**config.mk**
```make
export PLATFORM = sky130hd
export DESIGN_NAME = ex_stage_mc_flat
export DESIGN_NICKNAME = d
export VERILOG_FILES = /design/src/rtl/ex_stage_mc_if.sv /design/src/rtl/ex_stage_mc.sv /design/src/flat_wrapper.sv
export SDC_FILE = /design/constraint.sdc
export NUM_CORES = 1
export LEC_CHECK = 0
export CORE_UTILIZATION = 45
export DETAILED_ROUTE_END_ITERATION = 10
export PLACE_DENSITY_LB_ADDON = 0.3
export SETUP_SLACK_MARGIN = 0.02
export SLEW_MARGIN = 30
export SYNTH_ARGS = -nofsm -noshare
export SYNTH_HDL_FRONTEND = slang
export SYNTH_SLANG_ARGS = --single-unit
```
**constraint.sdc**
```tcl
create_clock -name clk -period 4.06 [get_ports clk]
set_input_delay 0.406 -clock clk [delete_from_list [all_inputs] [get_ports clk]]
set_output_delay 0.406 -clock clk [all_outputs]
set_load 0.02 [all_outputs]
```
**src/rtl/ex_stage_mc_if.sv**
```systemverilog
// Bundle between the ID/EX register, the execute stage and the EX/MEM register.
// Handshake rule for both sides: a transfer happens on a rising edge where
// valid && ready are both high; once valid is raised the producer holds it and
// its payload stable until that edge, and ready may depend combinationally on
// the consumer-side signals but never on valid.
interface ex_stage_mc_if #(
   parameter int XLEN = 32
);
   logic            flush;
   logic            in_valid;
   logic            in_ready;
   logic [4:0]      alu_op;
   logic [6:0]      op;
   logic            isForw_ON;
   logic [1:0]      forwA;
   logic [1:0]      forwB;
   logic [XLEN-1:0] exmem_result;
   logic [XLEN-1:0] memwb_result;
   logic [XLEN-1:0] data1;
   logic [XLEN-1:0] data2;
   logic [XLEN-1:0] s_data;
   logic            out_valid;
   logic            out_ready;
   logic [XLEN-1:0] result;
   logic [XLEN-1:0] sData;
   logic            Z;
   logic            N;
   logic            C;
   logic            V;
   logic            busy;

   // Pipeline / bench side: drives the operation and the downstream ready.
   modport master (
      output flush, in_valid, alu_op, op, isForw_ON, forwA, forwB,
             exmem_result, memwb_result, data1, data2, s_data, out_ready,
      input  in_ready, out_valid, result, sData, Z, N, C, V, busy
   );

   // Execute stage side.
   modport slave (
      input  flush, in_valid, alu_op, op, isForw_ON, forwA, forwB,
             exmem_result, memwb_result, data1, data2, s_data, out_ready,
      output in_ready, out_valid, result, sData, Z, N, C, V, busy
   );
endinterface

```
**src/rtl/ex_stage_mc.sv**
```systemverilog
// Registered execute stage: forwarding muxes, single-cycle ALU, and an
// iterative radix-2 unsigned multiplier/divider sharing one output register.
module ex_stage_mc #(
   parameter int XLEN  = 32,
   parameter int CNT_W = $clog2(XLEN) + 1
) (
   input  logic         clk,
   input  logic         rst_n,
   ex_stage_mc_if.slave bus,
   output logic [1:0]   dbg_state_o
);
   localparam int SH_W = $clog2(XLEN);

   localparam logic [6:0] OPC_LOAD  = 7'b0000011;
   localparam logic [6:0] OPC_ALUI  = 7'b0010011;
   localparam logic [6:0] OPC_STORE = 7'b0100011;

   localparam logic [4:0] ALU_ADD  = 5'h00;
   localparam logic [4:0] ALU_SUB  = 5'h01;
   localparam logic [4:0] ALU_SLL  = 5'h02;
   localparam logic [4:0] ALU_SLT  = 5'h03;
   localparam logic [4:0] ALU_SLTU = 5'h04;
   localparam logic [4:0] ALU_XOR  = 5'h05;
   localparam logic [4:0] ALU_SRL  = 5'h06;
   localparam logic [4:0] ALU_SRA  = 5'h07;
   localparam logic [4:0] ALU_OR   = 5'h08;
   localparam logic [4:0] ALU_AND  = 5'h09;

   typedef enum logic [1:0] {
      S_IDLE = 2'd0,
      S_ITER = 2'd1,
      S_DONE = 2'd2
   } state_t;

   state_t            state_q, state_d;
   logic [CNT_W-1:0]  cnt_q, cnt_d;
   // m_q: multiplicand (mul) or divisor (div); hi/lo: product or remainder/quotient pair
   logic [XLEN-1:0]   m_q, m_d;
   logic [XLEN-1:0]   hi_q, hi_d;
   logic [XLEN-1:0]   lo_q, lo_d;
   // mop_q[1] = divide, mop_q[0] = take the high half (MULHU / REMU)
   logic [1:0]        mop_q, mop_d;
   logic [XLEN-1:0]   result_q, result_d;
   logic [XLEN-1:0]   sdata_q, sdata_d;
   logic              z_q, z_d, n_q, n_d, c_q, c_d, v_q, v_d;
   logic              out_valid_q, out_valid_d;

   logic [XLEN-1:0]   op_a, op_b, st_data;
   logic              accept, is_multi;
   logic [XLEN:0]     add_w;
   logic [XLEN-1:0]   sub_w;
   logic [SH_W-1:0]   shamt;
   logic [XLEN-1:0]   alu_res;
   logic              alu_c, alu_v;
   logic [XLEN:0]     mul_sum, div_r;
   logic              div_ge;
   logic [XLEN-1:0]   step_hi, step_lo, fin_res;

   // 00 and 11 select the register file; forwarding off ignores the select.
   function automatic logic [XLEN-1:0] fwd_sel(
      input logic            en,
      input logic [1:0]      sel,
      input logic [XLEN-1:0] rf,
      input logic [XLEN-1:0] ex,
      input logic [XLEN-1:0] wb
   );
      logic [XLEN-1:0] val;
      val = rf;
      if (en) begin
         if (sel == 2'b01)      val = ex;
         else if (sel == 2'b10) val = wb;
      end
      return val;
   endfunction

   // A new operation is taken only from IDLE, when the output slot frees up this edge.
   assign bus.in_ready  = (state_q == S_IDLE) && (!out_valid_q || bus.out_ready) && !bus.flush;
   assign accept        = bus.in_valid && bus.in_ready;
   assign is_multi      = (bus.alu_op[4:2] == 3'b100);
   // The last ITER cycle (counter already 0) only writes the result, so it is not counted as busy.
   assign bus.busy      = (state_q == S_ITER) && (cnt_q != '0);
   assign bus.out_valid = out_valid_q;
   assign bus.result    = result_q;
   assign bus.sData     = sdata_q;
   assign bus.Z         = z_q;
   assign bus.N         = n_q;
   assign bus.C         = c_q;
   assign bus.V         = v_q;
   assign dbg_state_o   = state_q;

   // Operand and store-data selection; loads, ALU-immediates and stores use B unforwarded.
   always_comb begin
      op_a = fwd_sel(bus.isForw_ON, bus.forwA, bus.data1, bus.exmem_result, bus.memwb_result);
      op_b = fwd_sel(bus.isForw_ON, bus.forwB, bus.data2, bus.exmem_result, bus.memwb_result);
      if (bus.op == OPC_LOAD || bus.op == OPC_ALUI || bus.op == OPC_STORE) begin
         op_b = bus.data2;
      end
      st_data = bus.s_data;
      if (bus.op == OPC_STORE) begin
         st_data = fwd_sel(bus.isForw_ON, bus.forwB, bus.s_data, bus.exmem_result, bus.memwb_result);
      end
   end

   // Single-cycle ALU with carry/overflow for ADD and SUB only.
   always_comb begin
      add_w   = {1'b0, op_a} + {1'b0, op_b};
      sub_w   = op_a - op_b;
      shamt   = op_b[SH_W-1:0];
      alu_res = '0;
      alu_c   = 1'b0;
      alu_v   = 1'b0;
      case (bus.alu_op)
         ALU_ADD: begin
            alu_res = add_w[XLEN-1:0];
            alu_c   = add_w[XLEN];
            alu_v   = (op_a[XLEN-1] == op_b[XLEN-1]) && (add_w[XLEN-1] != op_a[XLEN-1]);
         end
         ALU_SUB: begin
            alu_res = sub_w;
            alu_c   = (op_a >= op_b);
            alu_v   = (op_a[XLEN-1] != op_b[XLEN-1]) && (sub_w[XLEN-1] != op_a[XLEN-1]);
         end
         ALU_SLL:  alu_res = op_a << shamt;
         ALU_SLT:  alu_res = {{(XLEN-1){1'b0}}, ($signed(op_a) < $signed(op_b))};
         ALU_SLTU: alu_res = {{(XLEN-1){1'b0}}, (op_a < op_b)};
         ALU_XOR:  alu_res = op_a ^ op_b;
         ALU_SRL:  alu_res = op_a >> shamt;
         ALU_SRA:  alu_res = $signed(op_a) >>> shamt;
         ALU_OR:   alu_res = op_a | op_b;
         ALU_AND:  alu_res = op_a & op_b;
         default:  alu_res = '0;
      endcase
   end

   // One radix-2 step: shift-add multiply (right shift) or restoring divide (left shift).
   always_comb begin
      mul_sum = {1'b0, hi_q} + (lo_q[0] ? {1'b0, m_q} : '0);
      div_r   = {hi_q, lo_q[XLEN-1]};
      div_ge  = (div_r >= {1'b0, m_q});
      if (mop_q[1]) begin
         // A zero divisor always "fits": quotient becomes all ones, remainder becomes A.
         step_hi = div_ge ? (div_r[XLEN-1:0] - m_q) : div_r[XLEN-1:0];
         step_lo = {lo_q[XLEN-2:0], div_ge};
      end else begin
         step_hi = mul_sum[XLEN:1];
         step_lo = {mul_sum[0], lo_q[XLEN-1:1]};
      end
      fin_res = mop_q[0] ? hi_q : lo_q;
   end

   // Next-state logic for the FSM, the iteration registers and the output register.
   always_comb begin
      state_d     = state_q;
      cnt_d       = cnt_q;
      m_d         = m_q;
      hi_d        = hi_q;
      lo_d        = lo_q;
      mop_d       = mop_q;
      result_d    = result_q;
      sdata_d     = sdata_q;
      z_d         = z_q;
      n_d         = n_q;
      c_d         = c_q;
      v_d         = v_q;
      out_valid_d = out_valid_q;
      if (out_valid_q && bus.out_ready) begin
         out_valid_d = 1'b0;
      end
      case (state_q)
         S_IDLE: begin
            if (accept) begin
               sdata_d = st_data;
               if (is_multi) begin
                  m_d     = bus.alu_op[1] ? op_b : op_a;
                  lo_d    = bus.alu_op[1] ? op_a : op_b;
                  hi_d    = '0;
                  mop_d   = bus.alu_op[1:0];
                  cnt_d   = CNT_W'(XLEN);
                  state_d = S_ITER;
               end else begin
                  result_d    = alu_res;
                  z_d         = (alu_res == '0);
                  n_d         = alu_res[XLEN-1];
                  c_d         = alu_c;
                  v_d         = alu_v;
                  out_valid_d = 1'b1;
               end
            end
         end
         S_ITER: begin
            if (cnt_q != '0) begin
               hi_d  = step_hi;
               lo_d  = step_lo;
               cnt_d = cnt_q - CNT_W'(1);
            end else begin
               result_d    = fin_res;
               z_d         = (fin_res == '0);
               n_d         = fin_res[XLEN-1];
               c_d         = 1'b0;
               v_d         = 1'b0;
               out_valid_d = 1'b1;
               state_d     = S_DONE;
            end
         end
         S_DONE: begin
            if (bus.out_ready) begin
               state_d = S_IDLE;
            end
         end
         default: state_d = S_IDLE;
      endcase
      // Flush kills both the iterating and the held operation; data registers may stay stale.
      if (bus.flush) begin
         state_d     = S_IDLE;
         out_valid_d = 1'b0;
         cnt_d       = '0;
      end
   end

   // State and datapath registers with asynchronous active-low reset.
   always_ff @(posedge clk or negedge rst_n) begin
      if (!rst_n) begin
         state_q     <= S_IDLE;
         cnt_q       <= '0;
         m_q         <= '0;
         hi_q        <= '0;
         lo_q        <= '0;
         mop_q       <= '0;
         result_q    <= '0;
         sdata_q     <= '0;
         z_q         <= 1'b0;
         n_q         <= 1'b0;
         c_q         <= 1'b0;
         v_q         <= 1'b0;
         out_valid_q <= 1'b0;
      end else begin
         state_q     <= state_d;
         cnt_q       <= cnt_d;
         m_q         <= m_d;
         hi_q        <= hi_d;
         lo_q        <= lo_d;
         mop_q       <= mop_d;
         result_q    <= result_d;
         sdata_q     <= sdata_d;
         z_q         <= z_d;
         n_q         <= n_d;
         c_q         <= c_d;
         v_q         <= v_d;
         out_valid_q <= out_valid_d;
      end
   end
endmodule
```
**src/flat_wrapper.sv**
```systemverilog
// flat-port wrapper written by rule: the top's interface ports become plain ports
module ex_stage_mc_flat 
#(
   parameter int XLEN  = 32,
   parameter int CNT_W = $clog2(XLEN) + 1
)
  (clk, rst_n, dbg_state_o, bus_flush, bus_in_valid, bus_alu_op, bus_op, bus_isForw_ON, bus_forwA, bus_forwB, bus_exmem_result, bus_memwb_result, bus_data1, bus_data2, bus_s_data, bus_out_ready, bus_in_ready, bus_out_valid, bus_result, bus_sData, bus_Z, bus_N, bus_C, bus_V, bus_busy);
  ex_stage_mc_if #(.XLEN(XLEN)) bus_i ();
  input  logic clk;
  input  logic rst_n;
  output logic [1:0] dbg_state_o;
  input wire logic [$bits(bus_i.flush)-1:0] bus_flush;
  input wire logic [$bits(bus_i.in_valid)-1:0] bus_in_valid;
  input wire logic [$bits(bus_i.alu_op)-1:0] bus_alu_op;
  input wire logic [$bits(bus_i.op)-1:0] bus_op;
  input wire logic [$bits(bus_i.isForw_ON)-1:0] bus_isForw_ON;
  input wire logic [$bits(bus_i.forwA)-1:0] bus_forwA;
  input wire logic [$bits(bus_i.forwB)-1:0] bus_forwB;
  input wire logic [$bits(bus_i.exmem_result)-1:0] bus_exmem_result;
  input wire logic [$bits(bus_i.memwb_result)-1:0] bus_memwb_result;
  input wire logic [$bits(bus_i.data1)-1:0] bus_data1;
  input wire logic [$bits(bus_i.data2)-1:0] bus_data2;
  input wire logic [$bits(bus_i.s_data)-1:0] bus_s_data;
  input wire logic [$bits(bus_i.out_ready)-1:0] bus_out_ready;
  output wire logic [$bits(bus_i.in_ready)-1:0] bus_in_ready;
  output wire logic [$bits(bus_i.out_valid)-1:0] bus_out_valid;
  output wire logic [$bits(bus_i.result)-1:0] bus_result;
  output wire logic [$bits(bus_i.sData)-1:0] bus_sData;
  output wire logic [$bits(bus_i.Z)-1:0] bus_Z;
  output wire logic [$bits(bus_i.N)-1:0] bus_N;
  output wire logic [$bits(bus_i.C)-1:0] bus_C;
  output wire logic [$bits(bus_i.V)-1:0] bus_V;
  output wire logic [$bits(bus_i.busy)-1:0] bus_busy;
  assign bus_i.flush = bus_flush;
  assign bus_i.in_valid = bus_in_valid;
  assign bus_i.alu_op = bus_alu_op;
  assign bus_i.op = bus_op;
  assign bus_i.isForw_ON = bus_isForw_ON;
  assign bus_i.forwA = bus_forwA;
  assign bus_i.forwB = bus_forwB;
  assign bus_i.exmem_result = bus_exmem_result;
  assign bus_i.memwb_result = bus_memwb_result;
  assign bus_i.data1 = bus_data1;
  assign bus_i.data2 = bus_data2;
  assign bus_i.s_data = bus_s_data;
  assign bus_i.out_ready = bus_out_ready;
  assign bus_in_ready = bus_i.in_ready;
  assign bus_out_valid = bus_i.out_valid;
  assign bus_result = bus_i.result;
  assign bus_sData = bus_i.sData;
  assign bus_Z = bus_i.Z;
  assign bus_N = bus_i.N;
  assign bus_C = bus_i.C;
  assign bus_V = bus_i.V;
  assign bus_busy = bus_i.busy;
  ex_stage_mc #(.XLEN(XLEN), .CNT_W(CNT_W)) u_core (.clk(clk), .rst_n(rst_n), .bus(bus_i), .dbg_state_o(dbg_state_o));
endmodule
```
Word-level counts from Yosys, hierarchy flattened
Index checks and enable logic that the tools add are counted.
Storage, ports and cells
  register bits after elaboration: 175
  bits in latches: 0
  bits in writable memories: 0
  bits in read-only memories: 0
  output and inout port bits: 73
  memories kept: 0
Cells by class
  add/sub/neg operators: 5
  $mul: 0
  divide/modulo/power cells: 0
  magnitude comparators: 4
  eq/ne operators: 33
  shift-type cells: 3
  mux-type cells: 65
  bitwise gates (word level): 3
  reduce and logical (&&, ||, !) cells: 25
Operator list (number)
  two-way mux 32 bit: 27
  one-hot mux 32 bit (10 select lines): 1
  one-hot mux 32 bit (2 select lines): 3
  logical NOT 32 bit: 2
  < comparator 32 bit: 2
  subtractor 32 bit: 2
  adder 32 x 32 -> 33 bit: 1
  adder 32 x 33 -> 33 bit: 1
  greater-or-equal comparator 33 x 32 -> 1 bit: 1
  AND 32 bit: 1
  greater-or-equal comparator 32 bit: 1
  OR 32 bit: 1
  << shifter 32 x 5 -> 32 bit: 1
  right shift 32 x 5 -> 32 bit: 1
  >>> shifter 32 x 5 -> 32 bit: 1
  bitwise XOR 32 bit: 1
  two-way mux 6 bit: 4
  == test 5 x 3 -> 1 bit (second input constant): 4
  two-way mux 1 bit: 16
  AND reduction 4 bit: 4
  one-hot mux 1 bit (2 select lines): 7
  one-hot mux 6 bit (2 select lines): 1
  == test 5 x 2 -> 1 bit (second input constant): 2
  == test 5 x 4 -> 1 bit (second input constant): 2
  26 further kinds: 51

Logic depth before layout (Yosys ltp)
  depth in word-level cells: 12
  mapped depth: 25
  gate-level depth less buffers: 21

Worst setup path before layout
Ideal clock, no wire load.
  kind: input to register
  from: input port bus_forwB[0]
  to: register u_core.z_q (netlist: u_core.bus.Z)
  arrival: 5326 ps
  setup slack: -1356 ps
  cell stages on the path: 23
  cell sequence: buf_4 xor2_2 o211ai_2 a22oi_4 buf_2 buf_2 buf_2 buf_2 ha_1 clkbuf_1 a211oi_1 nor2_1 o31ai_1 o211ai_1 a221o_1 a21boi_0 xnor2_1 nor2_1 or4_4 nor4_1 and4_1 nand4_1 o221ai_1
On the way
  cells in the longest elaborated chain, start to end: 11
  elaborated cells on any way between the ends: 21
  those cells by class: add/sub: 2; order compare: 2; eq/ne: 2; shift: 3; mux: 8; bitwise: 3; reduce/logical: 1
Ends and longest elaborated chain
  start: declaration: line flat_wrapper.sv:18  | input wire logic [$bits(bus_i.forwB)-1:0] bus_forwB;
  == test 2 bit: line ex_stage_mc.sv:71  | else if (sel == 2'b10) val = wb;
  two-way mux 32 bit: line ex_stage_mc.sv:71
  two-way mux 32 bit *: line ex_stage_mc.sv:70  | if (sel == 2'b01) val = ex;
  two-way mux 32 bit *: line ex_stage_mc.sv:69  | if (en) begin
  two-way mux 32 bit *: line ex_stage_mc.sv:95  | if (bus.op == OPC_LOAD || bus.op == OPC_ALUI || bus.op == OPC_STORE) begin
  subtractor 32 bit (tied with other cells): line ex_stage_mc.sv:107  | sub_w = op_a - op_b;
  one-hot mux 32 bit (10 select lines) *: line ex_stage_mc.sv:112  | case (bus.alu_op)
  logical NOT 32 bit *: line ex_stage_mc.sv:182  | z_d = (alu_res == '0);
  two-way mux 1 bit *: line ex_stage_mc.sv:173  | if (is_multi) begin
  two-way mux 1 bit *: line ex_stage_mc.sv:171  | if (accept) begin
  one-hot mux 1 bit (2 select lines) *: line ex_stage_mc.sv:169  | case (state_q)
  end signal: assignment: line ex_stage_mc.sv:245  | z_q <= z_d;
  end: declaration: line ex_stage_mc.sv:45  | logic z_q, z_d, n_q, n_d, c_q, c_d, v_q, v_d;
Mark *: on every way between the ends. The rest lies on a longest branch, timed or not. The select of a mux whose other input is x is not followed.
A chain may end at the register's enable or synchronous reset.

Worst setup path in the final report
  from: input port bus_op[2]
  to: register u_core.z_q (netlist: u_core.bus.Z)
On the way
  cells in the longest elaborated chain, start to end: 10
  elaborated cells on any way between the ends: 21
  those cells by class: add/sub: 2; order compare: 2; eq/ne: 3; shift: 3; mux: 5; bitwise: 3; reduce/logical: 3
Ends and longest elaborated chain
  start: declaration: line flat_wrapper.sv:15  | input wire logic [$bits(bus_i.op)-1:0] bus_op;
  == test 7 x 2 -> 1 bit or == test 7 x 5 -> 1 bit (tied branches): line ex_stage_mc.sv:95
  logical OR 1 bit: line ex_stage_mc.sv:95
  logical OR 1 bit *: line ex_stage_mc.sv:95
  two-way mux 32 bit *: line ex_stage_mc.sv:95
  subtractor 32 bit (tied with other cells): line ex_stage_mc.sv:107
  one-hot mux 32 bit (10 select lines) *: line ex_stage_mc.sv:112
  logical NOT 32 bit *: line ex_stage_mc.sv:182
  two-way mux 1 bit *: line ex_stage_mc.sv:173
  two-way mux 1 bit *: line ex_stage_mc.sv:171
  one-hot mux 1 bit (2 select lines) *: line ex_stage_mc.sv:169
Marks and branches as above.

==> results.cfg <==
[grt]
antenna_found_initial = 5
overflow = 0
grt_first_pass_wirelength_um = 194000
grt_max_degree = 107
grt_pass1_vias = 30563
track_usage_pct = 47.9

[critical_path]
cp-startpoint = bus_op[2]
crit_end = u_core.bus.Z
critPathMaxStageDelay_ns = 0.28
reg2reg_depth = 16
end_kind = flop
path_buf_inv = 22
crit-reg2reg-launch = u_core.lo_q[0]
reg2reg_to = u_core.hi_q[31]
crit_slowest_cell = o21ai_4
crit_top_cell = buf_4
crit_arrival_ns = 5.02
cp.depth = 35
path_class = input pin to flop
crit_family = buffers and inverters
critPathRequiredTime_ns = 4.39
r2r_setup_slack_ns = 0.03
critPathMaxFanout = 5
critPathLaunchType = input pin

[pwr]
clkPwrFrac_pct = 13.0
seq_power_share_pct = 18.3
pwr-share-comb_pct = 68.7
power.density_mw_per_mm2 = 382
power.leakage_uw = 0.0165
swShare_pct = 47.5
power.switching_uw = 6650
intPower_uw = 7360
peakVddDrop_mv = 0.392

[cells_and_area]
drive_gt1_share_pct = 30.5
nets = 4703
areaGrowthSynthToFinish_pct = 50.9
fin_area_mm2 = 0.0367

[clock_tree]
clk_latency_ns = 0.49
clock_path_buffers = 2
numCtsBuffers = 17
htree_num_levels = 4
path_clk_slew_ns = 0.08
cts-root-buf = clkbuf_16
cts.sinks = 174
tritoncts = done

[flow_run]
max-cap-violations = 0

[floorplanning]
fp-row-count = 84
dieArea_mm2 = 0.0550
io_pins = 255
start_util_pct = 45.9
die_y_um = 234
coreArea_mm2 = 0.0530
fp.dieW_um = 234

[yosys]
synth.avg_cell_area_um2 = 7.15
synth_area_leaders = dfrtp_1 (18%), ha_1 (8.5%), a21oi_1 (6.3%)
synth_edf_count = 0
muxShareOfSynthArea_pct = 7.70
yosysWarnings = 0
yosysSeqAreaShare_pct = 17.9
ys_ff_latch = 174
synthXorXnorAreaFrac_pct = 2.62
synthArstFlopShare_pct = 100
synth.most_common_cell = nor2_1
synth_top_area_share_pct = 17.9
synth_compound_area_share_pct = 34.2
synthFlopType = dfrtp_1
synth_fa_ha_area_share_pct = 8.87
synth_top_family_by_area = compound AO/OA/AOI/OAI gates
yosys.area_share.simple_pct = 21.9
syn_nets = 3754
netlist_instances = 3402
netlist.top_cell.by_area = dfrtp_1
synth_common_cells = nor2_1 (398), nand2_1 (334), a21oi_1 (304)
netlist_area_mm2 = 0.0243
synth_cell_types = 109

[place]
port_buffers = 254
post-place-ws_ns = -1.60
hpwlAfterDp_um = 107000
place_area_mm2 = 0.0337
routabilityCongestion = 1.14

[route]
first_iter_violations = 4079
wl_um = 137000
firstDrtPassIters = 7
vias = 32770
routed_via_density = 6.48
drc = 0
wire_per_inst_um = 27.1
drt.antenna.violating_nets = 0

[sta]
fmax_mhz = 214
setup_viol = 20
fin_crit_ns = 4.68
finalHoldViolations = 0
timing.hold.ws_ns = 0.362
fin_crit_sh_pct = 115
relSlewSlack_pct = 28.2
rsz0062_at_grt = true
worst_slew_pin_slew_ns = 1.07
skew_ns = 0.0276
postLayoutSetupSlackWorst_ns = -0.623
drv_slew = 0

[outcome]
violations = negative setup slack
status = complete, but fails checks

[min_path]
hold_class = input pin to async pin
-- layer usage --
metal / vias up / track usage (%) / part of all wire, %
met4: 2 / 34.8 / 8.9
met1: 15404 / 57.6 / 37
met3: 616 / 13.4 / 12
li1: 14451 / - / -
met5: - / 0 / 0.010
met2: 2297 / 73.2 / 42
-- placed cells by master, fill, tap and decap left out, types with 18 or more instances in the layout --
cell type,n
mux2_2,22
xor2_1,18
a211oi_1,60
nand2_1,326
xnor2_1,48
ha_4,22
nor2_1,382
nand2b_1,65
buf_12,18
dfrtp_1,173
inv_1,139
o221ai_1,49
a22oi_1,46
and2_1,43
a221oi_1,27
a21o_1,52
a21oi_1,262
a31oi_1,27
ha_1,141
o211ai_1,55
nand3_1,39
a21oi_2,34
o21ai_0,255
o21ai_1,33
nor2b_1,46
a221o_1,19
buf_4,873
buf_6,46
o22ai_1,45
mux2i_1,136
nor3_1,72
clkdlybuf4s50_1,234
o31ai_1,29
o221a_2,20
-- cells by family after synthesis --
| family | after synthesis |
|---|---|
| DFF | 174 |
| adders and majority gates | 170 |
| xor gates and xnor gates | 71 |
| buffers and inverters | 411 |
| AOI/OAI and AO/OA | 1258 |
| and+or+nand+nor | 1145 |
| muxes | 173 |
-- worst min-delay path by stage --
stage,from,cells past startpoint,end
2_1_floorplan,rst_n,0,u_core.bus.C
3_3_place_gp,u_core.bus.result[21],1,u_core.bus.result[21]
3_5_place_dp,u_core.bus.result[13],2,u_core.bus.result[13]
4_1_cts,rst_n,1,u_core.hi_q[18]
5_1_grt,rst_n,2,u_core.hi_q[18]
6_report,rst_n,2,u_core.hi_q[18]
-- state kept, by name, summed over array words and instances, names as in the netlist --
name	cells
u_core.bus.sData	32
u_core.hi_q	32
u_core.lo_q	32
u_core.m_q	32
u_core.bus.result	31
u_core.cnt_q	6
u_core.dbg_state_o	2
u_core.mop_q	2
u_core.bus.C	1
u_core.bus.N	1
u_core.bus.V	1
u_core.bus.Z	1
u_core.bus.out_valid	1
-- through the flow --
step	power (uW)	TNS, ns	utilization, %	instances
after floorplan	7180	-3.23	-	3402
after global placement	10900	-34.83	63.5	4930
after detailed placement	11000	-35.65	63.5	4930
after CTS	13300	-2.18	67.5	5022
after global routing	14600	-8.29	69.3	5053
final	14000	-5.94	69.3	5055
-- final cells by class --
type                    instances  area [um^2]
inverters                     151          577
repair buffers               1190         9990
diodes                          4         10.0
flip-flops and latches        174         4360
clock inverters                13          176
clock buffers                  18          429
fillers                      4350        16300
multi-input cells            2817        20300
well taps                     688          861
-- timing repair --
action                     4_1_cts  5_1_grt
gates cloned                     2        0
pin swaps                      117      102
hold buffers                     0        1
hold endpoints to repair         0       24
gates resized for setup        260      152
buffers inserted                63       32
setup endpoints to repair       39       59
-- power groups by stage --
stage / clock network, uW / logic [uW] / registers [uW]
floorplan: 0 / 4610 / 2570
finish: 1820 / 9620 / 2570
global placement: 0 / 8370 / 2560
CTS: 1810 / 8940 / 2540
global route: 1870 / 10100 / 2600
detailed placement: 0 / 8460 / 2570
(Power assumes the default switching activity.)
